File: config.mk
export PLATFORM = sky130hd
export DESIGN_NAME = fog_plant_emu
export DESIGN_NICKNAME = d
export VERILOG_FILES = /design/src/rtl/fog_plant_emu.sv
export SDC_FILE = /design/constraint.sdc
export NUM_CORES = 1
export LEC_CHECK = 0
export CORE_MARGIN = 2
export CORE_UTILIZATION = 58
export DETAILED_ROUTE_END_ITERATION = 16
export GPL_ROUTABILITY_DRIVEN = 0
export GPL_TIMING_DRIVEN = 0
export PLACE_DENSITY = 0.81
export REMOVE_ABC_BUFFERS = 1
export SETUP_SLACK_MARGIN = 0.1
export SLEW_MARGIN = 15
export SYNTH_ARGS = -nofsm -noshare
export SYNTH_HDL_FRONTEND = slang
export SYNTH_SLANG_ARGS = --single-unit
File: constraint.sdc
create_clock -name i_clk -period 11.25 [get_ports i_clk]
set_input_delay 1.6875 -clock i_clk [delete_from_list [all_inputs] [get_ports i_clk]]
set_output_delay 1.6875 -clock i_clk [all_outputs]
set_load 0.01 [all_outputs]
File: src/rtl/fog_plant_emu.sv
// Fiber-optic gyro plant emulator: delayed modulation status drives an ADC sample model
// with edge-triggered transients. Optional LFSR noise is enabled with FOG_EMU_NOISE_EN.
module fog_plant_emu (
  input  logic        i_clk,
  input  logic        i_rst_n,
  input  logic        i_status,
  input  logic        i_polarity,
  input  logic [5:0]  i_delay_cnt,
  input  logic [13:0] i_adc_base,
  input  logic [13:0] i_rate,
  input  logic [7:0]  i_glitch_len,
  input  logic [13:0] i_glitch_amp,
  output logic [13:0] o_adc_data,
  output logic        o_adc_valid,
  output logic        o_dly_status,
  output logic [1:0]  o_state
);

  typedef enum logic [1:0] {
    IDLE   = 2'd0,
    GLITCH = 2'd1,
    STEADY = 2'd2
  } state_t;

  state_t             state, state_nx;
  logic [63:0]        dline;
  logic [5:0]         wr_ptr, rd_ptr;
  logic               ds, ds_prev, edge_det;
  logic [7:0]         cnt, cnt_nx;
  logic signed [16:0] rate_ext, rate_term, sum;
  logic [13:0]        sample;

  // Entry written D+1 clocks ago; D=63 reads the slot about to be overwritten.
  assign rd_ptr       = wr_ptr - 6'd1 - i_delay_cnt;
  assign ds           = dline[rd_ptr];
  assign edge_det     = ds ^ ds_prev;
  assign o_dly_status = ds;
  assign o_state      = state;

`ifdef FOG_EMU_NOISE_EN
  logic [15:0] lfsr;
  logic        lfsr_fb;
  assign lfsr_fb = lfsr[0] ^ lfsr[2] ^ lfsr[3] ^ lfsr[5];
`endif

  always_comb begin
    state_nx = state;
    cnt_nx   = cnt;
    if (edge_det) begin
      if (i_glitch_len != 8'd0) begin
        state_nx = GLITCH;
        cnt_nx   = i_glitch_len - 8'd1;
      end else begin
        state_nx = STEADY;
      end
    end else begin
      case (state)
        IDLE:    state_nx = IDLE;
        GLITCH:  if (cnt == 8'd0) state_nx = STEADY;
                 else cnt_nx = cnt - 8'd1;
        STEADY:  state_nx = STEADY;
        default: state_nx = IDLE;
      endcase
    end
  end

  // Sample is built from the next state so edge, sign and transient land in one register stage.
  always_comb begin
    rate_ext  = $signed({{3{i_rate[13]}}, i_rate});
    rate_term = (ds ^ i_polarity) ? rate_ext : -rate_ext;
    sum       = $signed({3'b000, i_adc_base});
    if (state_nx != IDLE) sum = sum + rate_term;
    if (state_nx == GLITCH) sum = sum - $signed({3'b000, i_glitch_amp});
`ifdef FOG_EMU_NOISE_EN
    sum = sum + $signed({{13{lfsr[3]}}, lfsr[3:0]});
`endif
    if (sum < 17'sd0)
      sample = '0;
    else if (sum > 17'sd16383)
      sample = '1;
    else
      sample = sum[13:0];
  end

  always_ff @(posedge i_clk) begin
    if (!i_rst_n) begin
      dline       <= '0;
      wr_ptr      <= '0;
      ds_prev     <= 1'b0;
      state       <= IDLE;
      cnt         <= '0;
      o_adc_data  <= '0;
      o_adc_valid <= 1'b0;
    end else begin
      dline[wr_ptr] <= i_status;
      wr_ptr        <= wr_ptr + 6'd1;
      ds_prev       <= ds;
      state         <= state_nx;
      cnt           <= cnt_nx;
      o_adc_data    <= sample;
      o_adc_valid   <= 1'b1;
    end
  end

`ifdef FOG_EMU_NOISE_EN
  always_ff @(posedge i_clk) begin
    if (!i_rst_n) lfsr <= 16'hACE1;
    else          lfsr <= {lfsr_fb, lfsr[15:1]};
  end
`endif

endmodule
; Yosys cells after proc, flatten, opt, wreduce, memory -nomap -nowiden
; Index checks and enable logic that the tools add are counted.
[word_totals]
reg_bits = 96
latch_bits = 0
ramBits = 0
romBits = 0
in_bits = 60
elab_cells = 53
n_memories = 0
[classes]
add_sub_neg = 8
n_mul = 0
n_div = 0
order_cmp = 5
n_eq_ne = 5
n_shift = 0
n_mux = 18
bitwise = 3
reduce_logical = 7
[op_table]
columns = op, count
row1 = bitwise mux 64 bit, 1
row2 = 2-to-1 mux 17 bit, 3
row3 = 2-to-1 mux 8 bit, 4
row4 = adder 15 x 17 -> 17 bit, 1
row5 = greater-than comparator 17 x 15 -> 1 bit (second input constant), 1
row6 = < comparator 17 x 1 -> 1 bit (second input constant), 1
row7 = negation 14 -> 17 bit, 1
row8 = subtractor 17 x 15 -> 17 bit, 1
row9 = subtractor 8 x 1 -> 8 bit (second input constant), 2
row10 = < comparator 6 x 7 -> 1 bit (second input constant), 2
row11 = 2-to-1 mux 14 bit, 1
row12 = zero test 8 bit, 1
row13 = nonzero test 8 bit, 1
row14 = adder 6 x 1 -> 6 bit (second input constant), 1
row15 = binary-select mux 1 bit (select 6 bit), 1
row16 = demux 1 bit (select 6 bit), 1
row17 = >= comparator 6 x 1 -> 1 bit (second input constant), 1
row18 = 2-to-1 mux 2 bit, 3
row19 = subtractor 6 x 1 -> 6 bit (second input constant), 1
row20 = subtractor 6 bit, 1
row21 = == test 2 x 1 -> 1 bit (second input constant), 2
row22 = one-hot mux 2 bit (2 select lines), 1
row23 = nonzero test 2 bit, 2
row24 = 2-to-1 mux 1 bit, 3
row25 = 8 further kinds, 9

; Logic depth before layout (Yosys ltp)
[logic_depth]
word_depth = 12
mapped_depth = 34
depth_no_buf = 31

; Worst setup path before layout
; OpenSTA, ideal clock, no wires.
[synth_path]
path_type = input to register
start = in i_delay_cnt[0]
end = reg o_adc_data[10]
t_arrival_ps = 8224
required_time_ps = 11125
slack_ps = 2902
path_stages = 30
path_cell_list = inv_1 ha_1 fa_1 a21o_1 a21oi_1 xnor2_2 mux2i_1 a22o_1 nor3_1 nor2_1 clkbuf_1 nand2_1 xnor2_1 ha_1 a2111o_1 o22a_1 xnor2_1 o21ai_0 ha_1 a21o_1 or4b_2 o32ai_1 a221oi_1 a21o_1 nand2_1 nand4_1 xor2_1 o21ai_1 buf_2 a21oi_2
[synth_via]
elab_chain_len = 11
elab_cells_between_ends = 17
[synth_lines]
columns = element, line
row1 = start: declaration, 8  ; input logic [5:0] i_delay_cnt,
row2 = subtractor 6 bit *, 34  ; assign rd_ptr = wr_ptr - 6'd1 - i_delay_cnt;
row3 = binary-select mux 1 bit (select 6 bit) *, 35  ; assign ds = dline[rd_ptr];
row4 = 2-to-1 mux 1 bit (not written as such) *, 35
row5 = bitwise XOR 1 bit (on tied branches), "70, 36"
row6 = 2-to-1 mux 17 bit / 2-to-1 mux 2 bit (equally long branches), "70, 49"
row7 = adder 15 x 17 -> 17 bit / nonzero test 2 bit (equally long branches), 72  ; if (state_nx != IDLE) sum = sum + rate_term;
row8 = 2-to-1 mux 17 bit, 72
row9 = subtractor 17 x 15 -> 17 bit, 73  ; if (state_nx == GLITCH) sum = sum - $signed({3'b000, i_glitch_amp});
row10 = 2-to-1 mux 17 bit *, 73
row11 = greater-than comparator 17 x 15 -> 1 bit / < comparator 17 x 1 -> 1 bit (equally long branches), "79, 77"
row12 = 2-to-1 mux 14 bit / OR reduction 2 bit (equally long branches), -
row13 = end signal: assignment, 100  ; o_adc_data <= sample;
row14 = end: declaration, 13  ; output logic [13:0] o_adc_data,
; Every way passes the cells marked *; elsewhere a longest branch is shown, timed or not. The select of a mux whose other input is x is not followed.
; A chain may end at the register's enable or synchronous reset.

; Final worst setup path
[layout_path]
start = in i_delay_cnt[0]
end = reg o_adc_data[1]
; The elaborated chain is that of the path after synthesis.

==> metrics <==
status=finished, final reports clean; core area=0.0125 mm2; share of cells above drive strength 1=0.0742; HPWL after DPL=13,200 um; H-tree Lvls=3; Power Density=113 mW/mm2; Pint=0.636 mW; worst setup path class=in2reg; crit path launch type=input pin; Pwr Total=0.950 mW; Avg Cell Area, Syn=8.23 um2; initial drt markers=405; area of the die=0.0136 mm2; Post-Synthesis Cells=892; final setup skew=8.35 ps; Max Fclk=96.5 MHz; CTS Buf Count=9; arrival time at the worst endpoint=10,560 ps; Initial Util=0.589; Worst Setup Slack, final=887 ps; vias in the first global route=6,028; Clock Root Buffer=clkbuf_16; Non-Filler Instances=1,102; Critical-path top delay cell=fa_1; r2r worst-path depth=26; Clock transition at path regs=70 ps; final layout net count=1,026; largest net degree at the start of global routing=43; commonest cells after routing, fill and taps aside=o21ai_0 (111), dfxtp_1 (96), clkdlybuf4s50_1 (75); crit path from=i_delay_cnt[0]; CTS resizes=0; yosys warns=0; DP Worst Slack=537 ps; GRT Total Usage=0.283; Seq/Total Area, Yosys=0.262; Area Overhead vs Synth=14.7%; row cnt=41; Bufs on Longest Clock Path=2; Multi-input gate area=0.00507 mm2; fin crit share=0.921; Psw=0.314 mW; DR WL/cell=17.1 um; Crit path required time=11,440 ps; Post-CTS Setup Bufs=0; reg2reg setup slack=2130 ps; async set-reset flop share out of synthesis=0; hold crit path type=reg2reg; final hold vios=0; diode count=0; worst skew pair latency=360 ps; first-pass GRT wire length=30,100 um; hold_sp=dline[10]; initial antenna violation count=0; Crit Path Max Fanout=18; Post-CTS Hold Fix Bufs=0; max cap viols=0; register area=0.00192 mm2; Top FF cell, synth=dfxtp_1; remaining global-route overflow=0; Die Width=116 um; worst reg2reg path endpoint=o_adc_data[1]; Port Buffer Count=77; final core utilization=0.675; via count=6,747; Placed Area=0.00814 mm2; Comb power frac=0.305; share of power burned in registers=0.380; I/O pins=78; area of the mapped netlist=0.00734 mm2; post-route cell area=0.00842 mm2; Fillers=1,064; Least-Margin Pin Slew=1120 ps; die height=116 um; relative slew slack=0.251; Static Leak=3.24 nW; TritonCTS clock tree=built; Worst setup EP type=flip-flop; DRT antenna net count=0; post-route minimum period=10,360 ps; Pre-antenna DRT Iters=5; # placed instances=1,086; CP most frequent cell=ha_1; flops & latches, synth=96; Final Setup Violations=0; CTS Sinks=96; Max Slew Vio Count=0; number of remaining DRC errors=0; Crit path largest cell delay=1070 ps; setup TNS=0 ps; unrepaired setup endpoints after global routing=false; Sw Share=0.331; Vias/cell=6.12; maximum vdd drop=0.0901 mV; Worst R2R Start=wr_ptr[0]; commonest non-fill, non-tap cell in the layout=o21ai_0; synth unique cells=75; WHS=474 ps; Worst Setup EP=o_adc_data[1]; Hold Path Cell Cnt=2; final WL=18,800 um; clock share of power=0.315; EDFF count, synth=0
==> logic make-up after synthesis <==
| kind of cell | after synthesis | synth area share |
|---|---|---|
| AO/OA/AOI/OAI | 298 | 0.267 |
| adder cells (fa/ha/maj) | 41 | 0.0730 |
| multiplexers | 50 | 0.103 |
| XOR/XNOR | 40 | 0.0513 |
| buffers and inverters | 89 | 0.0505 |
| flip-flops | 96 | 0.262 |
| AND/OR/NAND/NOR | 278 | 0.193 |
==> worst min path at each step <==
stage	to	slack, ps
final	dline[10]	470
after global routing	dline[13]	510
after CTS	dline[12]	480
after detailed placement	dline[12]	470
after global placement	dline[12]	470
after floorplan	dline[13]	450
==> state kept, by name, indices dropped and copies added, names as in the netlist <==
name / count
cnt: 8
dline: 64
ds_prev: 1
o_adc_data: 14
o_adc_valid: 1
o_state: 2
wr_ptr: 6
==> power groups by stage <==
| stage | Clock, mW | Sequential, mW | Combinational (mW) |
|---|---|---|---|
| after global placement | 0 | 0.368 | 0.279 |
| after detailed placement | 0 | 0.369 | 0.285 |
| after floorplan | 0 | 0.368 | 0.197 |
| final | 0.300 | 0.361 | 0.290 |
| after global routing | 0.317 | 0.363 | 0.319 |
| after CTS | 0.303 | 0.361 | 0.288 |
==> layout make-up <==
cell class | count | area share
clock buffer | 9 | 0.0268
clock inverter | 7 | 0.00639
multi-input combinational | 707 | 0.603
sequential | 96 | 0.228
timing repair buffer | 80 | 0.0965
tap | 172 | 0.0256
inverter | 31 | 0.0138
==> synth_stat cells, drive strengths merged (23+ instances only) <==
cell type / instances / share of area
nand2: 64 / 0.033
nand3: 71 / 0.048
clkbuf: 47 / 0.024
o21ai: 113 / 0.077
dfxtp: 96 / 0.26
a21boi: 68 / 0.070
nor2: 39 / 0.020
xnor2: 23 / 0.028
a21oi: 48 / 0.039
inv: 31 / 0.016
mux2i: 25 / 0.034
ha: 38 / 0.065
==> per-layer routing <==
layer,GRT usage,part of all wire,up-vias,wire (um)
li1,-,-,3346,-
met1,0.372,0.44,3134,8320
met2,0.478,0.48,227,8980
met3,0.0343,0.055,40,1030
met4,0.107,0.027,0,499
met5,0,0,-,0
==> worst max-delay path, delay by kind of cell <==
kind / cells / cell delay (ps)
compound gates: 12 / 3120
xor+xnor: 2 / 400
fa+ha+maj: 4 / 1950
buf+inv: 2 / 510
mux: 3 / 890
simple gates: 5 / 1970
Power figures use the tool's default switching activity.
